### config.mk
export PLATFORM = sky130hd
export DESIGN_NAME = pio_apb_bridge
export DESIGN_NICKNAME = d
export VERILOG_FILES = /design/src/rtl/pio_reg_pkg.sv /design/src/rtl/pio_busy_timer.sv /design/src/rtl/pio_apb_bridge.sv
export SDC_FILE = /design/constraint.sdc
export NUM_CORES = 1
export LEC_CHECK = 0
export ABC_CLOCK_PERIOD_IN_PS = 2200
export BUFFER_PORTS_ARGS = -buffer_cell sky130_fd_sc_hd__buf_2
export CAP_MARGIN = 30
export CORE_AREA = 2 2 81 83
export CTS_BUF_LIST = sky130_fd_sc_hd__clkbuf_4
export DETAILED_ROUTE_END_ITERATION = 8
export DIE_AREA = 0 0 83 85
export HOLD_SLACK_MARGIN = 0.06
export PLACE_DENSITY = 0.87
export SLEW_MARGIN = 20
export SYNTH_ARGS = -nofsm -noshare
export SYNTH_HDL_FRONTEND = slang
export SYNTH_SLANG_ARGS = --single-unit
### constraint.sdc
create_clock -name clk -period 2.2 [get_ports clk]
set_input_delay 0.44 -clock clk [delete_from_list [all_inputs] [get_ports clk]]
set_output_delay 0.44 -clock clk [all_outputs]
set_load 0.03 [all_outputs]
### src/rtl/pio_reg_pkg.sv
// Shared definitions for the PIO register block and its APB bridge.
package pio_reg_pkg;

  localparam int ADDR_WIDTH = 8;   // word-offset width into pio_regs
  localparam int DATA_WIDTH = 32;  // register data width

  // Bridge sequencing: setup capture, downstream request, read capture,
  // completion, and immediate decode-error completion.
  typedef enum logic [2:0] {
    IDLE,
    REQ,
    CAPT,
    DONE,
    ERR
  } bridge_state_e;

  // One APB transfer as presented to pio_regs.
  typedef struct packed {
    logic                  write;
    logic [ADDR_WIDTH-1:0] offset;
    logic [DATA_WIDTH-1:0] data;
  } apb_req_t;

endpackage

### src/rtl/pio_busy_timer.sv
// Counts cycles a request spends stalled on busy. tc_o flags that the next
// increment reaches TIMEOUT, so the caller can abort on that same edge.
module pio_busy_timer #(
  parameter int TIMEOUT = 16
) (
  input  logic clk,
  input  logic reset,
  input  logic clr_i,
  input  logic inc_i,
  output logic tc_o
);

  localparam int CW = $clog2(TIMEOUT + 1);
  localparam logic [CW-1:0] LAST = CW'(TIMEOUT - 1);
  localparam logic [CW-1:0] MAX  = CW'(TIMEOUT);

  logic [CW-1:0] count_q;

  // Saturating counter: clear wins over increment, holds at TIMEOUT.
  always_ff @(posedge clk) begin
    if (reset || clr_i) begin
      count_q <= '0;
    end else if (inc_i && (count_q != MAX)) begin
      count_q <= count_q + 1'b1;
    end
  end

  assign tc_o = (count_q >= LAST);

endmodule

### src/rtl/pio_apb_bridge.sv
// APB3 slave front-end for pio_regs: turns an APB transfer into a held
// sel/RW/addr/wdata request, waits out busy (bounded by TIMEOUT), and
// returns registered prdata/pready/pslverr.
module pio_apb_bridge
  import pio_reg_pkg::*;
#(
  parameter int PADDR_WIDTH = 12,
  parameter int NUM_REGS    = 8,
  parameter int TIMEOUT     = 16
) (
  input  logic                   clk,
  input  logic                   reset,
  input  logic                   psel,
  input  logic                   penable,
  input  logic                   pwrite,
  input  logic [PADDR_WIDTH-1:0] paddr,
  input  logic [DATA_WIDTH-1:0]  pwdata,
  output logic [DATA_WIDTH-1:0]  prdata,
  output logic                   pready,
  output logic                   pslverr,
  output logic                   sel,
  output logic                   RW,
  output logic [ADDR_WIDTH-1:0]  addr,
  output logic [DATA_WIDTH-1:0]  wdata,
  input  logic [DATA_WIDTH-1:0]  rdata,
  input  logic                   busy,
  output logic                   tout_evt
);

  localparam int OFF_W = PADDR_WIDTH - 2;

  bridge_state_e         state_q;
  apb_req_t              req_q;
  apb_req_t              req_d;
  logic                  sel_q;
  logic                  pready_q;
  logic                  pslverr_q;
  logic                  tout_q;
  logic [DATA_WIDTH-1:0] prdata_q;
  logic [OFF_W-1:0]      off_full;
  logic                  req_ok;
  logic                  tmr_tc;

  // Decode the setup-phase address and assemble the candidate request.
  always_comb begin
    off_full     = paddr[PADDR_WIDTH-1:2];
    req_ok       = (paddr[1:0] == 2'b00) && (off_full < OFF_W'(NUM_REGS));
    req_d.write  = pwrite;
    req_d.offset = ADDR_WIDTH'(off_full);
    req_d.data   = pwdata;
  end

  pio_busy_timer #(
    .TIMEOUT(TIMEOUT)
  ) u_busy_timer (
    .clk   (clk),
    .reset (reset),
    .clr_i (state_q != REQ),
    .inc_i ((state_q == REQ) && busy),
    .tc_o  (tmr_tc)
  );

  // Transfer sequencer with registered APB and pio_regs outputs.
  always_ff @(posedge clk) begin
    if (reset) begin
      state_q   <= IDLE;
      req_q     <= '0;
      sel_q     <= 1'b0;
      pready_q  <= 1'b0;
      pslverr_q <= 1'b0;
      tout_q    <= 1'b0;
      prdata_q  <= '0;
    end else begin
      // NOTE: pulse outputs default low here and are raised only on the
      // edge that enters DONE/ERR, so each lasts exactly one cycle; all
      // state uses non-blocking assignments so branches see old values.
      pready_q  <= 1'b0;
      pslverr_q <= 1'b0;
      tout_q    <= 1'b0;
      unique case (state_q)
        IDLE: begin
          if (psel && !penable) begin
            if (req_ok) begin
              state_q <= REQ;
              sel_q   <= 1'b1;
              req_q   <= req_d;
            end else begin
              state_q   <= ERR;
              pready_q  <= 1'b1;
              pslverr_q <= 1'b1;
              prdata_q  <= '0;
            end
          end
        end
        REQ: begin
          if (!busy) begin
            sel_q   <= 1'b0;
            state_q <= CAPT;
          end else if (tmr_tc) begin
            sel_q     <= 1'b0;
            state_q   <= DONE;
            tout_q    <= 1'b1;
            pready_q  <= psel;
            pslverr_q <= psel;
          end
        end
        CAPT: begin
          prdata_q <= req_q.write ? '0 : rdata;
          pready_q <= psel;
          state_q  <= DONE;
        end
        DONE, ERR: state_q <= IDLE;
        default:   state_q <= IDLE;
      endcase
    end
  end

  assign sel      = sel_q;
  assign RW       = req_q.write;
  assign addr     = req_q.offset;
  assign wdata    = req_q.data;
  assign prdata   = prdata_q;
  assign pready   = pready_q;
  assign pslverr  = pslverr_q;
  assign tout_evt = tout_q;

endmodule

# == Word level (Yosys, flattened, before mapping) ==
# Index checks and enable logic that the tools add are counted.
# op_classes
addsub,1
n_lt_le_gt_ge,2
n_eq_ne,8
mux,21
bitwise_logic,2
reduce_logical,15
# ops
op,count
$mux 32,3
$pmux 32 s2,1
$mux 3,4
$lt 10x4->1 const B,1
$mux 1,9
$pmux 3 s3,1
$ne 2x2->1 const B,3
$reduce_and 3->1,2
$add 5x1->5 const B,1
$ge 5x4->1 const B,1
$ne 5x5->1 const B,1
$logic_and 1x1->1,4
$pmux 1 s2,2
$reduce_and 4->1,1
$reduce_bool 2->1,2
$eq 3x1->1 const B,1
$eq 3x2->1 const B,1
$logic_not 3->1,1
$ne 3x1->1 const B,1
$ne 3x3->1 const B,1
$pmux 1 s3,1
$reduce_or 3->1,1
$logic_not 2->1,1
$not 1->1,2
other kinds (3),3
# word_totals
reg_bits,85
in_bits,82
output_inout_bits,77
elab_cells,59

# == Logic depth before layout (Yosys ltp) ==
# logic_depth
word_depth,5
ltp_mapped,7
mapped_depth_nobuf,7

# == Modules after synthesis ==
# A second synthesis with hierarchy kept.
# hier_totals
cells_unflattened,457
area_unflattened_um2,3940.0
# by_module_without_submodules
module,n_inst,cells_per_inst,area_each_um2,seq_area_each_um2
pio_apb_bridge,1,424,3656.0,1601.5
pio_busy_timer,1,33,284.0,100.1

# == Least setup slack after synthesis ==
# No wires, ideal clock.
# synth_path
kind,in2reg
start,input paddr[9]
end,"register req_q, in the netlist RW"
setup_ps,132
arrival_time_ps,1463
required_time_ps,2068
setup_slack_ps,604
cell_stages,5
path_buffers,1
path_cell_list,nor4_4 > nand4_1 > clkbuf_1 > nand2_1 > a21oi_1
# synth_via
elab_chain_cells,3
# synth_lines
item,line_no,source
from (decl),pio_apb_bridge.sv:16,"input logic [PADDR_WIDTH-1:0] paddr,"
$lt 10x4->1,pio_apb_bridge.sv:47,req_ok = (paddr[1:0] == 2'b00) && (off_full < OFF_W'(NUM_REGS));
$logic_and 1x1->1,pio_apb_bridge.sv:47,
$reduce_and 3->1 (no line),n/a,
to (signal assigned),pio_apb_bridge.sv:86,req_q <= req_d;
to (decl),pio_apb_bridge.sv:33,apb_req_t req_q;
# No other way between the ends.
# A chain may end at the register's enable or synchronous reset.

# == Final worst setup path ==
# layout_path
start,register u_busy_timer.count_q[0]
end,"register sel_q, in the netlist sel"
# layout_via
elab_chain_cells,3
# layout_lines
item,line_no,source
from (decl),pio_busy_timer.sv:17,logic [CW-1:0] count_q;
from (signal assigned),pio_busy_timer.sv:24,count_q <= count_q + 1'b1;
$ge 5x4->1,pio_busy_timer.sv:28,assign tc_o = (count_q >= LAST);
$ne 3x3->1 (no line),n/a,
$reduce_and 4->1 (no line),n/a,
to (signal assigned),pio_apb_bridge.sv:68,sel_q <= 1'b0;
to (signal assigned),pio_apb_bridge.sv:85,sel_q <= 1'b1;
to (signal assigned),pio_apb_bridge.sv:97,sel_q <= 1'b0;
to (decl),pio_apb_bridge.sv:35,logic sel_q;
# No other way between the ends.

==> results.json <==
{
  "placed_area_mm2": 0.00384,
  "grt_pass1_wl_mm": 11.9,
  "cts_hold_buffers": 0,
  "fin_crit_sh": 0.757,
  "num_vias": 2759,
  "path_delay_family": "simple AND/OR/NAND/NOR gates",
  "die_w_um": 83,
  "crit_path_start_kind": "register",
  "cts_max_level": 3,
  "setup_viol": 0,
  "ys_types": 36,
  "syn-cell-area_mm2": 0.00300,
  "synth.top_cell.area_share": 0.567,
  "ys_top_cells_by_area": "dfxtp_1 (57%), nand2_1 (9.5%), a22o_1 (9.3%)",
  "endpoint_kind": "register",
  "worst_slew_pin_slew_ps": 457,
  "cts_resized": 0,
  "final_cell_area_mm2": 0.00398,
  "dieArea_mm2": 0.00706,
  "slowest_stage": "dfxtp_1",
  "ys_ff_latch": 85,
  "grt_pass1_vias": 2676,
  "antenna_found_initial": 0,
  "outcome": "finished clean",
  "ys_warn_count": 0,
  "drtIter0Drc": 93,
  "antenna_left": 0,
  "yosys_most_used_dff": "dfxtp_1",
  "dpl.hpwl_mm": 5.35,
  "numPortBuffers": 158,
  "crit_top_cell": "ha_1",
  "final_nets": 551,
  "slew_headroom": 0.695,
  "min_period_ps": 1670,
  "drc_errors": 0,
  "rsz0062_at_grt": "no",
  "crit_type": "register to register",
  "slew_viol_final": 0,
  "initial_core_util": 0.484,
  "path_max_fanout": 5,
  "root_buffer": "clkbuf_4",
  "drt-total-wl_mm": 7.29,
  "grt_start_max_net_pins": 45,
  "tns_ps": 0,
  "syn_area_per_cell_um2": 9.65,
  "grt-ovfl-total": 0,
  "syn_to_final_growth_pct": 32.7,
  "path_cells": "ha_1 > and3_1 > ha_1 > nor2_1 > nand3_1 > a31o_2 > a21oi_1",
  "coreArea_mm2": 0.00620,
  "worst_clock_skew_ps": 15.7,
  "cts_tree": "done",
  "seq_area_frac_synth": 0.567,
  "seqCellArea_mm2": 0.00170,
  "avgRoutedWirePerCell_um": 13.3,
  "cts_buffers": 9,
  "p_per_area_mw_per_mm2": 640,
  "clock-sinks": 85,
  "cts_setup_buffers": 0,
  "ioPinCount": 159,
  "die_h_um": 85,
  "clk_pin_slew_ps": 140,
  "worst_hold_slack_ps": 243,
  "synth-edff-count": 0,
  "max_cap_viol_count": 0,
  "cp_slowest_stage_delay_ps": 380,
  "fill_cells": 521,
  "setup_slack_ps": 534,
  "synth_cells": 311,
  "multi_input_area_mm2": 0.00117,
  "worst-path-buf-inv": 0,
  "synth_top_cell_by_area": "dfxtp_1",
  "grt_use_total": 0.206,
  "min_path_type": "input port to register",
  "hold_viol_final": 0,
  "arrival_ps": 2000,
  "drt-pass1-iter-count": 6,
  "fmax_mhz": 600,
  "syn_nets": 396,
  "clk_latency_ps": 400,
  "rows": 29,
  "ys_async_sr_fraction": 0,
  "critPathRequiredTime_ps": 2530,
  "leakage_nw": 1.87,
  "viasPerCell": 5.03,
  "gp_congestion": 0.803,
  "clock_path_buffers": 2,
  "n_antenna_cell": 0,
  "vdd_drop_max_mv": 0.450,
  "dpl_worst_slack_ps": 380,
  "layout-drive-gt1-share": 0.391
}
power breakdown:
part	switching [mW]	leakage, nW	internal (mW)
clock network	0.521	0.0779	0.351
logic	0.0649	1.10	0.0681
registers	0.00185	0.685	1.54
total	0.588	1.87	1.96
kinds of logic after synthesis:
group                    Yosys count  share of synthesized area
AND/OR/NAND/NOR                  117                      0.185
flip-flops                        85                      0.567
buffers and inverters             24                     0.0438
XOR/XNOR                           3                    0.00876
AO/OA/AOI/OAI                     79                      0.183
adder cells (fa/ha/maj)            3                     0.0125
cell usage in the layout (no fill, tap or decap), types with 2 or more instances in the layout:
cell type	instances
buf_2	158
dfxtp_1	85
nand2_1	76
a21oi_1	41
a22o_1	32
nor2_1	11
clkbuf_4	9
and2_1	6
inv_1	5
nand4_1	5
nor3_1	3
ha_1	3
clkinv_4	3
and2b_1	2
xor2_1	2
nand3_1	2
and3_1	2
buf_12	2
buf_4	2
stage by stage:
step	cells	utilization	power (mW)
after global placement	531	0.617	1.71
final	548	0.642	2.55
after CTS	548	0.642	2.59
after floorplan	311	-	1.63
after global routing	548	0.642	2.66
after detailed placement	532	0.619	1.71
cells in the mapped netlist (2+ instances only):
library cell / number
inv_1: 5
a21oi_1: 41
ha_1: 3
nand4_1: 5
clkbuf_1: 8
buf_6: 3
and2b_1: 2
nand2_1: 76
dfxtp_1: 85
xor2_1: 2
nand3_1: 2
a22o_1: 32
buf_2: 3
and3_1: 2
nor2_1: 11
buf_4: 4
and2_1: 6
nor3_1: 3
flip-flops by register name, indices dropped and copies added (netlist names):
name / count
prdata: 32
pslverr: 1
RW: 1
addr: 8
pready: 1
wdata: 32
sel: 1
tout_evt: 1
u_busy_timer.count_q: 5
state_q: 3
metal layers:
layer / GRT usage / vias up / wire length [um]
met5: 0 / - / 0
met4: 0.0760 / 0 / 31
met3: 0.0759 / 2 / 708
met2: 0.348 / 128 / 3390
met1: 0.242 / 1242 / 3160
li1: - / 1387 / -
cell type report:
| type | count | share of cell area |
|---|---|---|
| clock buffer | 9 | 0.0170 |
| clock inverter | 7 | 0.0185 |
| inverter | 5 | 0.00471 |
| multi-input combinational | 202 | 0.293 |
| sequential | 85 | 0.427 |
| tap | 77 | 0.0242 |
| timing repair buffer | 163 | 0.215 |
path summary, 6_finish.rpt:
check	cells after the start	startpoint	endpoint	slack, ps
hold reg to reg	2	wdata[6]	wdata[6]	460
setup reg to reg	7	u_busy_timer.count_q[0]	sel	530
setup / recovery	7	u_busy_timer.count_q[0]	sel	530
hold / removal	2	rdata[7]	prdata[7]	240
worst reg2reg max path: stages, from the launching register on:
cell     delay [ps]
dfxtp_1         380
ha_1            230
and3_1          190
ha_1            180
nor2_1          120
nand3_1         110
a31o_2          250
a21oi_1         140
Power figures use the tool's default switching activity.
